--- config.mk ---
export PLATFORM = sky130hd
export DESIGN_NAME = seq_divider
export DESIGN_NICKNAME = d
export VERILOG_FILES = /design/src/rtl/div_pkg.sv /design/src/rtl/div_step.sv /design/src/rtl/seq_divider.sv
export SDC_FILE = /design/constraint.sdc
export NUM_CORES = 1
export LEC_CHECK = 0
export ABC_CLOCK_PERIOD_IN_PS = 4900
export BUFFER_PORTS_ARGS = -buffer_cell sky130_fd_sc_hd__buf_2
export CAP_MARGIN = 0
export CORE_MARGIN = 2
export CORE_UTILIZATION = 27
export CTS_CLUSTER_SIZE = 30
export DETAILED_ROUTE_END_ITERATION = 8
export GPL_TIMING_DRIVEN = 0
export PLACE_DENSITY = 0.55
export SLEW_MARGIN = 20
export SYNTH_ARGS = -nofsm -noshare
export SYNTH_HDL_FRONTEND = slang
export SYNTH_SLANG_ARGS = --single-unit
--- constraint.sdc ---
create_clock -name clk -period 4.9 [get_ports clk]
set_input_delay 0.245 -clock clk [delete_from_list [all_inputs] [get_ports clk]]
set_output_delay 0.245 -clock clk [all_outputs]
set_load 0.03 [all_outputs]
--- src/rtl/div_pkg.sv ---
// Shared types and constants for the sequential radix-2 divider.
package div_pkg;

  localparam int BW_DEFAULT = 8;

  typedef enum logic [1:0] {
    IDLE = 2'd0,
    CALC = 2'd1,
    DONE = 2'd2
  } div_state_t;

endpackage

--- src/rtl/div_step.sv ---
// One restoring-division iteration: shift in a dividend bit, trial-subtract the divisor.
module div_step #(
  parameter int bw = 8
) (
  input  logic [bw:0]   rem,
  input  logic          bit_in,
  input  logic [bw-1:0] divisor,
  output logic [bw:0]   rem_next,
  output logic          q_bit
);

  logic signed [bw+1:0] trial;

  // rem never exceeds the divisor, so {rem, bit_in} is non-negative here
  assign trial    = $signed({rem, bit_in}) - $signed({2'b00, divisor});
  assign q_bit    = ~trial[bw+1];
  assign rem_next = q_bit ? trial[bw:0] : {rem[bw-1:0], bit_in};

endmodule

--- src/rtl/seq_divider.sv ---
// Sequential unsigned divider, one quotient bit per clock, MSB first.
// Optional DIV_ZERO_DETECT_EN: short-circuits B=0 and reports it on DivZero.
import div_pkg::*;

module seq_divider #(
  parameter int bw = BW_DEFAULT
) (
  input  logic          clk,
  input  logic          rst_n,
  input  logic          Start,
  input  logic [bw-1:0] A,
  input  logic [bw-1:0] B,
  output logic          Ready,
  output logic          Done,
  output logic [bw-1:0] Q,
  output logic [bw-1:0] R
`ifdef DIV_ZERO_DETECT_EN
  ,
  output logic          DivZero
`endif
);

  localparam int CW = $clog2(bw);

  div_state_t    state, state_nx;
  logic [bw-1:0] dvd;
  logic [bw-1:0] dvs;
  logic [bw:0]   rem;
  logic [bw:0]   rem_nx;
  logic [CW-1:0] cnt;
  logic          q_bit;
  logic          skip;

  // dvd holds the dividend; quotient bits shift in at the LSB as dividend bits leave the MSB
  div_step #(.bw(bw)) u_step (
    .rem      (rem),
    .bit_in   (dvd[bw-1]),
    .divisor  (dvs),
    .rem_next (rem_nx),
    .q_bit    (q_bit)
  );

`ifdef DIV_ZERO_DETECT_EN
  logic dz;
  assign skip    = dz;
  assign DivZero = dz;
`else
  assign skip = 1'b0;
`endif

  always_comb begin
    state_nx = state;
    case (state)
      IDLE: if (Start) state_nx = CALC;
      CALC: if (skip || cnt == '0) state_nx = DONE;
      DONE: state_nx = IDLE;
      default: state_nx = IDLE;
    endcase
  end

  always_ff @(posedge clk or negedge rst_n) begin
    if (!rst_n) begin
      state <= IDLE;
      dvd   <= '0;
      dvs   <= '0;
      rem   <= '0;
      cnt   <= '0;
`ifdef DIV_ZERO_DETECT_EN
      dz    <= 1'b0;
`endif
    end else begin
      state <= state_nx;
      case (state)
        IDLE: if (Start) begin
          dvd <= A;
          dvs <= B;
          rem <= '0;
          cnt <= CW'(bw - 1);
`ifdef DIV_ZERO_DETECT_EN
          dz  <= (B == '0);
`endif
        end
        CALC: begin
          if (skip) begin
            // divide-by-zero bypasses the iterations with the saturated result
            dvd <= '1;
            rem <= {1'b0, dvd};
          end else begin
            dvd <= {dvd[bw-2:0], q_bit};
            rem <= rem_nx;
            if (cnt != '0) cnt <= cnt - CW'(1);
          end
        end
        default: ;
      endcase
    end
  end

  assign Ready = (state == IDLE);
  assign Done  = (state == DONE);
  assign Q     = dvd;
  assign R     = rem[bw-1:0];

endmodule

==> reports/metrics.cfg, run 1 <==
[outcome]
status = complete, but fails checks
violations = hold timing

[clocking]
clock_sinks = 30
cts.repair.resized = 0
h-tree-depth = 2
clk_latency_ns = 0.28
post-cts-setup-buffers = 0
cts_buffers = 5
clockBufferDepth = 2
root_buffer = clkbuf_8
cts_tree = yes
cts_hold_buffers = 0
path_clk_slew_ns = 0.06

[worst_hold_path]
hp-class = in2async

[floorplanning]
initial_core_util = 0.2784
die_y_um = 84.69
die_w_um = 84.69
num_rows = 29
io-pin-count = 37
design.core.area_um2 = 6314
die_area_um2 = 7172

[power_and_ir_drop]
peakVddDrop_mv = 0.3053
cellPowerDensity_nw_per_um2 = 860.1
leakagePower_uw = 0.001048

[critical_path]
crit_required_ns = 5.07
crit_chain = ha_1 -> and3_1 -> a221o_1 -> a21oi_1 -> a211o_2 -> buf_6 -> nand3_1 -> o311ai_0
path_class = reg2reg
slowest_stage = dfrtp_1
cp_max_fo = 10
worstSetupStartpointType = flip-flop
slowest_delay_ns = 0.41
cp-end-kind = flip-flop
cp.arrival_ns = 2.48

[synthesis]
syn_area_um2 = 1758
synthMuxAreaShare = 0.005694
synth_xor_area_frac = 0.02491
yosysSeqAreaShare = 0.4270
syn_nets = 232
syn-mean-instance-area_um2 = 8.703
synth_top_family_by_area = compound AO/OA/AOI/OAI gates
synthAdderAreaFrac = 0.08256
yosysUniqueCellTypes = 38
yosys_warnings = 0
synth_cells = 202
synth_compound_area_frac = 0.1964
synth-seq-cells = 30
synthSimpleGateAreaFrac = 0.1794

[route]
detail_route.vias_per_cell = 4.824
vias = 1558
drt-pass1-iter-count = 4
wirelength_um = 4312
ant_nets = 0
wl_per_cell_um = 13.35
drt_iter0_markers = 63
drc_errors = 0

[global_route]
grt_antenna_before_repair = 0
grt_pass1_vias = 1555
grt_pass1_wl_um = 7396
overflow = 0
grt_max_degree = 31
track_usage = 0.1305

[sta]
clock_skew_ns = 0.003894
whs_ns = -0.008182
report.final.slew_viol_count = 0
rsz0062_at_grt = no
timing_hold_violations_final = 14
finalSetupViolCount = 0
finalSetupTns_ns = 0
tightest_slew_ns = 0.6689
max_freq_ghz = 0.4327
timing.final.crit_period_ns = 2.311
finalCritPeriodShare = 0.4716
slew_headroom = 0.5541

[job]
maxCapViolations = 0

[layout]
area_growth_pct = 21.99
final_cell_area_um2 = 2145
drive_gt1_frac = 0.2358
postLayoutCoreUtil = 0.3397
diodes = 0
final_nets = 275

[placed_design]
hpwl_um = 3149
io_buffer_count = 36
dpl-instance-area_um2 = 2034
place_congestion = 0.8377

## Yosys cell counts, drive strengths merged
cell type / count / share of area
a31oi: 8 / 0.028
nor2: 18 / 0.038
a21oi: 13 / 0.037
a211o: 2 / 0.011
o211ai: 2 / 0.0085
o31ai: 2 / 0.0085
and3: 1 / 0.0036
ha: 10 / 0.071
a21boi: 1 / 0.0043
a221o: 1 / 0.0057
fa: 1 / 0.011
nand2: 37 / 0.079
o21bai: 1 / 0.0064
xor2: 3 / 0.015
a21o: 4 / 0.017
nand4: 1 / 0.0036
or2: 1 / 0.0036
o21ai: 11 / 0.031
buf: 11 / 0.048
xnor2: 2 / 0.010
nor2b: 3 / 0.011
mux2i: 1 / 0.0057
dfrtp: 30 / 0.43
and2: 2 / 0.0071
o311ai: 6 / 0.030
o22ai: 1 / 0.0036
nand3: 7 / 0.020
nand2b: 3 / 0.011
nor3: 1 / 0.0028
a32oi: 1 / 0.0050
inv: 13 / 0.028
clkbuf: 4 / 0.0085
## layer usage
metal | vias to the layer above | part of all wire | track usage
met5 | - | 0 | 0
met4 | 0 | 0.015 | 0.05483
met3 | 4 | 0.062 | 0.04031
met2 | 46 | 0.45 | 0.2040
met1 | 734 | 0.48 | 0.1675
li1 | 774 | - | -
## power by group
part	total (uW)	internal, uW	leakage, uW	switching, uW
combinational	1140	453	0.000633	686
sequential	469	374	0.000357	94.8
clock	236	142	0.0000575	94.5
## worst paths after layout
kind                       endpoint  slack, ns  depth (start not counted)  startpoint
max                          rem[3]       2.59                          8      rem[6]
min in group clk             dvs[0]       0.16                          3        B[0]
min reg2reg                  cnt[0]       0.48                          1      cnt[0]
min                            Q[3]     -0.008                          1       rst_n
max in group asynchronous    dvs[2]       4.47                          1       rst_n
max reg2reg                  rem[3]       2.59                          8      rem[6]
## critical path: cells and delay by family (launching register included)
family / cells / cell delay, ns
and+or+nand+nor: 2 / 0.30
AOI/OAI and AO/OA: 4 / 0.94
buffers and inverters: 1 / 0.17
DFF: 1 / 0.41
adders and majority gates: 1 / 0.39
## layout make-up
cell class	count	area (um2)
multi-input combinational	144	859.6
timing repair buffer	36	180.2
sequential	30	750.7
fill	710	4169
tap	77	96.34
buffer	15	98.84
clock buffer	8	110.1
inverter	13	48.80
## cell families (layout without fill, tap and decap cells)
family / count (synthesis) / after routing
simple gates: 74 / 74
flops: 30 / 30
xor+xnor: 5 / 5
buf+inv: 28 / 72
fa+ha+maj: 11 / 11
compound gates: 53 / 53
mux: 1 / 1
## registers in the layout (all words and copies together) (netlist names)
signal  cells
rem         9
dvs         8
state       2
Q           8
cnt         3
## per-stage QoR
| stage | total power, uW | setup WS (ns) | hold WS [ns] | cells |
|---|---|---|---|---|
| 6_report | 1844 | 2.589 | -0.008182 | 323 |
| 5_1_grt | 2028 | 2.474 | 0.04995 | 323 |
| 4_1_cts | 1858 | 2.584 | 0.02123 | 323 |
| 3_5_place_dp | 1612 | 2.608 | 0.3301 | 315 |
| 3_3_place_gp | 1601 | 2.590 | 0.3271 | 315 |
| 2_1_floorplan | 1334 | 2.840 | -0.05059 | 202 |
## cell usage in the layout (no fill, tap or decap), drive strengths merged
cell type and instances:
nor2 18, o22ai 1, and3 1, o31ai 2, mux2i 1, o21ai 11, o311ai 6, a211o 2
fa 1, nor2b 3, a32oi 1, a21oi 13, a21boi 1, a221o 1, nand2 37, nand4 1
ha 10, o21bai 1, nand3 7, inv 13, buf 47, nand2b 3, a31oi 8, xnor2 2
xor2 3, clkbuf 12, o211ai 2, dfrtp 30, nor3 1, and2 2, or2 1, a21o 4
(Power assumes the default switching activity.)
==> run 2: changes to the inputs <==
- ABC_AREA: default -> 1
- ABC_CLOCK_PERIOD_IN_PS: 4900 -> 2400
- clock period: 4.9 -> 2.4 ns (I/O delays scaled with it)
==> run 2 against run 1 <==
  * Area after synthesis up 12%
  * Clock skew is 0.0061 ns higher
  * The run now ends clean
  * Critical path depth increased by 2
  * Largest cell class unchanged
  * Cell count is 24% higher
  * Routed wire length up 9.8%
  * Via count is 14% higher
  * First-iteration DRC count decreased by 27%
  * Synthesized cell count increased by 27%
  * Non-clock buffer count down 1
  * Worst hold slack gained 0.049 ns
==> reports/metrics.cfg, run 2 <==
[route]
vias = 1771  ; +14%
wirelength_um = 4735  ; +9.8%
drt-pass1-iter-count = 6  ; +2
detail_route.vias_per_cell = 4.416  ; -8.4%
wl_per_cell_um = 11.81  ; -12%
drt_iter0_markers = 46  ; -27%
ant_nets = 0  ; unchanged
drc_errors = 0  ; unchanged

[sta]
timing.final.crit_period_ns = 1.953  ; -0.3575 ns
finalSetupTns_ns = 0  ; unchanged
clock_skew_ns = 0.009977  ; +0.006083 ns
tightest_slew_ns = 0.6945  ; +0.02559 ns
finalCritPeriodShare = 0.8140  ; +0.3423
slew_headroom = 0.5370  ; -0.01706
max_freq_ghz = 0.5119  ; +18%
timing_hold_violations_final = 0  ; -14
rsz0062_at_grt = no
report.final.slew_viol_count = 0  ; unchanged
finalSetupViolCount = 0  ; unchanged
whs_ns = 0.04070  ; +0.04889 ns

[placed_design]
hpwl_um = 3442  ; +9.3%
io_buffer_count = 36  ; unchanged
place_congestion = 0.8506  ; +1.5%
dpl-instance-area_um2 = 2271  ; +12%

[synthesis]
synth_common_cells = nand2_1 (67), inv_1 (42), dfrtp_1 (30), nand3_1 (30)
synth_cells = 257  ; +27%
synth_ff_type = dfrtp_1
yosysSeqAreaShare = 0.3817  ; -0.04537
syn_nets = 287  ; +24%
synth_edf_count = 0  ; unchanged
syn_area_um2 = 1967  ; +12%
synth_area_leaders = dfrtp_1 (38%), nand2_1 (13%), inv_1 (8.0%)
yosys_warnings = 0  ; unchanged
yosysUniqueCellTypes = 28  ; -26%
async_flop_share = 1.000  ; unchanged
yosys.area.top_type_share = 0.3817  ; -0.04537
syn-mean-instance-area_um2 = 7.653  ; -12%
synth-seq-cells = 30  ; unchanged
yosysMostFrequentCell = nand2_1
synth.largest_area_cell = dfrtp_1

[outcome]
status = complete, no violations

[clocking]
h-tree-depth = 2  ; unchanged
clockBufferDepth = 2  ; unchanged
clock_sinks = 30  ; unchanged
cts_tree = yes
cts_buffers = 5  ; unchanged
cts.repair.resized = 0  ; unchanged
clk_latency_ns = 0.28  ; about the same
path_clk_slew_ns = 0.08  ; +0.02 ns
root_buffer = clkbuf_8

[global_route]
grt_antenna_before_repair = 0  ; unchanged
track_usage = 0.1315  ; +0.0009505
grt_pass1_wl_um = 8038  ; +8.7%
overflow = 0  ; unchanged
grt_max_degree = 31  ; unchanged
grt_pass1_vias = 1760  ; +13%

[critical_path]
reg2reg_to = rem[5]
reg2reg_slack_ns = 0.45  ; -2.14 ns
worstSetupStartpointType = flip-flop
path_class = reg2reg
rr_worst_depth = 10  ; +2
slowest_stage = dfrtp_1
cp.arrival_ns = 2.17  ; -0.31 ns
crit_start = rem[1]
slowest_delay_ns = 0.43  ; +0.02 ns
crit_end = rem[5]
crit_top_cell = nand2_1
reg2reg_from = rem[1]
crit_chain = ha_1 -> nand2_1 -> nand2_2 -> nand2_2 -> nand2_1 -> nand2_1 -> nand4_2 -> nand3_1 -> nand3_1 -> nand2_1
cp_max_fo = 10  ; unchanged
crit_required_ns = 2.62  ; -2.45 ns
cp-end-kind = flip-flop

[floorplanning]
initial_core_util = 0.2756  ; -0.002842
die_y_um = 89.35  ; +5.5%
design.core.area_um2 = 7137  ; +13%
die_area_um2 = 7983  ; +11%
io-pin-count = 37  ; unchanged
die_w_um = 89.35  ; +5.5%
num_rows = 31  ; +6.9%

[layout]
diodes = 0  ; unchanged
final_cell_area_um2 = 2376  ; +11%
area_growth_pct = 20.80
mostFrequentLayoutCells = nand2_1 (67), inv_1 (42), buf_2 (39), dfrtp_1 (30), nand3_1 (30)
drive_gt1_frac = 0.2483  ; +0.01257
final_common_cell = nand2_1
final_nets = 331  ; +20%
regMostFlops = rem
nFillCells = 793  ; +12%
largest_reg_flops = 9  ; unchanged

[job]
maxCapViolations = 0  ; unchanged

[worst_hold_path]
hp-class = in2reg

-- run 2: changes by cell type after synthesis, moves of 4 or more --
| cell | change |
|---|---|
| nor2_1 | -10 |
| nand2_2 | +5 |
| nand3b_1 | +5 |
| a221oi_1 | +6 |
| clkbuf_1 | -4 |
| a31oi_1 | -6 |
| a21oi_1 | -11 |
| o311ai_0 | -5 |
| nor3_1 | +6 |
| inv_1 | +29 |
| a21o_1 | -4 |
| nand3_1 | +23 |
| nand2_1 | +30 |
-- run 2: layout make-up --
class	count	area (um2)	area share
Sequential cell	30	750.7	0.3160
Clock buffer	6	82.58	0.03476
Buffer	13	90.09	0.03791
Inverter	45	168.9	0.07109
Timing Repair Buffer	37	190.2	0.08004
Tap cell	99	123.9	0.05213
Clock inverter	2	12.51	0.005266
Multi-Input combinational cell	169	957.2	0.4028
-- run 2: stage by stage --
stage	util	instances	worst slack (ns)
finish	0.3329	401	0.4465
global route	0.3329	401	0.2401
CTS	0.3329	401	0.4401
detailed placement	0.3182	392	0.4748
global placement	0.3182	392	0.4894
floorplan	-	257	0.6858
-- run 2: per-layer routing --
layer,vias up,part of all wire,GRT usage
met5,-,0,0
met4,0,0.0093,0.04206
met3,5,0.034,0.02493
met2,31,0.46,0.2215
li1,908,-,-
met1,827,0.50,0.1699
-- run 2: repair_timing --
item                      in CTS  in global routing
hold endpoints to repair      30                  0
buffers inserted               0                  0
hold buffers                   1                  0
-- run 2: cells by family (layout without fill, tap and decap cells) --
family | Yosys count | count (layout) | share of synthesized area
AND/OR/NAND/NOR | 133 | 133 | 0.3276
buffers and inverters | 58 | 103 | 0.1317
flip-flops | 30 | 30 | 0.3817
AO/OA/AOI/OAI | 22 | 22 | 0.07188
adder cells (fa/ha/maj) | 11 | 11 | 0.07379
XOR/XNOR | 3 | 3 | 0.01336
-- run 2: critical path, delay by kind of cell (launching register included) --
family	cells	cell delay [ns]
adder cells (fa/ha/maj)	1	0.39
flip-flops	1	0.43
AND/OR/NAND/NOR	9	1.07
-- run 2: worst min-delay path by stage --
stage	startpoint	to	slack (ns)	cells past startpoint
after floorplan	rst_n	Q[0]	-0.18	0
after global placement	rst_n	rem[1]	0.21	1
after detailed placement	rst_n	rem[1]	0.22	1
after CTS	B[0]	dvs[0]	0.04	3
after global routing	B[1]	dvs[1]	0.04	3
final	B[1]	dvs[1]	0.04	3
Power of run 2 is left out: the tool's default activity adds up to more than one toggle a clock period on the data nets, which glitch-free logic cannot reach.
==> run 3: changes to the inputs <==
- ABC_CLOCK_PERIOD_IN_PS: 2400 -> 1800
- clock period: 2.4 -> 1.8 ns (I/O delays scaled with it)
==> run 3 against run 2 <==
  * Largest cell class unchanged
  * Worst setup slack lost 0.44 ns
  * Die area stayed put
  * Highest routed layer unchanged
  * Global-route usage up 1.2 points
  * Clock-buffer cell count unchanged
  * Cell count grew 7.0%
  * Design area grew 21%
  * Maximum frequency increased by 9.0%
==> reports/metrics.cfg, run 3 (same netlist as run 2, synthesis figures left out) <==
[sta]
clock_skew_ns = 0.01412  ; +0.004144 ns
tightest_slew_ns = 0.6977  ; +0.003219 ns
max_freq_ghz = 0.5578  ; +9.0%
whs_ns = 0.004349  ; -0.03635 ns
rsz0062_at_grt = yes
slew_headroom = 0.5349  ; -0.002146
timing.final.crit_period_ns = 1.793  ; -0.1607 ns
finalSetupViolCount = 0  ; unchanged
finalCritPeriodShare = 0.9960  ; +0.1821
timing_hold_violations_final = 0  ; unchanged
report.final.slew_viol_count = 0  ; unchanged

[clocking]
clockBufferDepth = 2  ; unchanged
clk_latency_ns = 0.29  ; about the same
cts_tree = yes
cts_buffers = 5  ; unchanged
root_buffer = clkbuf_8
path_clk_slew_ns = 0.08  ; about the same
clock_sinks = 30  ; unchanged
h-tree-depth = 2  ; unchanged

[placed_design]
dpl-instance-area_um2 = 2271  ; unchanged
place_congestion = 0.8506  ; unchanged
hpwl_um = 3442  ; unchanged
io_buffer_count = 36  ; unchanged

[floorplanning]
design.core.area_um2 = 7137  ; unchanged
num_rows = 31  ; unchanged
die_area_um2 = 7983  ; unchanged
io-pin-count = 37  ; unchanged
die_y_um = 89.35  ; unchanged
die_w_um = 89.35  ; unchanged
initial_core_util = 0.2756  ; unchanged

[layout]
final_common_cell = nand2_1
regMostFlops = rem
largest_reg_flops = 9  ; unchanged
final_cell_area_um2 = 2864  ; +21%
multi_input_comb_area_um2 = 1226  ; +28%
diodes = 0  ; unchanged
ff_latch_area_um2 = 754.5  ; +0.50%
nFillCells = 748  ; -5.7%
final_nets = 359  ; +8.5%
drive_gt1_frac = 0.4303  ; +0.1820
area_growth_pct = 45.61
postLayoutCoreUtil = 0.4013  ; +0.06837
mostFrequentLayoutCells = nand2_1 (58), buf_2 (39), inv_1 (34), buf_4 (33), dfrtp_1 (27)

[critical_path]
slowest_delay_ns = 0.44  ; about the same
crit_chain = ha_4 -> nand2_2 -> nand2_2 -> nand2_2 -> nand2_2 -> nand2_4 -> nand3_4 -> nand2_8 -> buf_6 -> buf_6 -> nand3_2 -> nand3_2
crit_required_ns = 1.99  ; -0.63 ns
rr_worst_depth = 12  ; +2
critPathBufInv = 2  ; +2
reg2reg_from = rem[1]
worstSetupStartpointType = flip-flop
critical-path-top-delay-family = simple AND/OR/NAND/NOR gates
cp-end-kind = flip-flop
crit_top_cell = nand2_2
slowest_stage = dfrtp_2
cp_max_fo = 5  ; -5
reg2reg_slack_ns = 0.007  ; -0.44 ns
reg2reg_to = Q[0]
path_class = reg2reg
cp.arrival_ns = 1.98  ; -0.19 ns
crit_start = rem[1]

[global_route]
grt_pass1_vias = 1866  ; +6.0%
overflow = 0  ; unchanged
grt_pass1_wl_um = 8749  ; +8.8%
track_usage = 0.1433  ; +0.01187
grt_antenna_before_repair = 0  ; unchanged
grt_max_degree = 31  ; unchanged

[route]
wl_per_cell_um = 13.35  ; +13%
drt_iter0_markers = 85  ; +85%
detail_route.vias_per_cell = 4.580  ; +3.7%
drt-pass1-iter-count = 4  ; -2
ant_nets = 0  ; unchanged
drc_errors = 0  ; unchanged
vias = 1965  ; +11%
wirelength_um = 5729  ; +21%

[job]
maxCapViolations = 0  ; unchanged

[outcome]
status = complete, no violations

[worst_hold_path]
hp-class = in2reg
hold_depth = 3  ; unchanged
worstHoldStart = B[1]
whs_endpoint = dvs[1]

-- run 3: per-stage QoR --
step	setup slack, ns	setup TNS (ns)	instances
floorplan	0.08576	0	257
global placement	-0.1106	-0.8948	392
detailed placement	-0.1252	-1.080	392
CTS	0.00004441	0	414
global route	-0.07284	-0.4836	429
finish	0.007169	0	429
-- run 3: cell type report --
type,instances,share of cell area
Buffer,13,0.03145
Sequential cell,30,0.2634
Clock inverter,2,0.004369
Timing Repair Buffer,63,0.1415
Tap cell,99,0.04325
Clock buffer,6,0.02883
Multi-Input combinational cell,171,0.4281
Inverter,45,0.05898
-- run 3: per-layer routing --
metal	up-vias	wire length, um	track usage
met5	-	0	0
met4	0	96	0.04071
met3	10	268	0.02585
met2	50	2745	0.2404
met1	928	2618	0.1891
li1	977	-	-
-- run 3: worst min-delay path, stage by stage --
cell	delay, ns
buf_2	0.08
nand2_1	0.04
o21ai_0	0.05
-- run 3: worst max-delay path by stage --
stage              to  cells after the start  slack [ns]
2_1_floorplan    Q[0]                      7        0.09
3_3_place_gp   rem[5]                     10       -0.11
3_5_place_dp   rem[3]                     10       -0.13
4_1_cts          Q[0]                     12     0.00004
5_1_grt          Q[0]                     10       -0.07
6_report         Q[0]                     12       0.007
-- run 3: repair_timing --
item,CTS,global route
pin swaps,10,23
gates cloned,0,2
setup buffers,13,13
endpoints found under the setup margin,10,10
hold buffers,1,0
endpoints found under the hold margin,30,0
resized for setup,26,29
Power of run 3 is left out for the same reason.
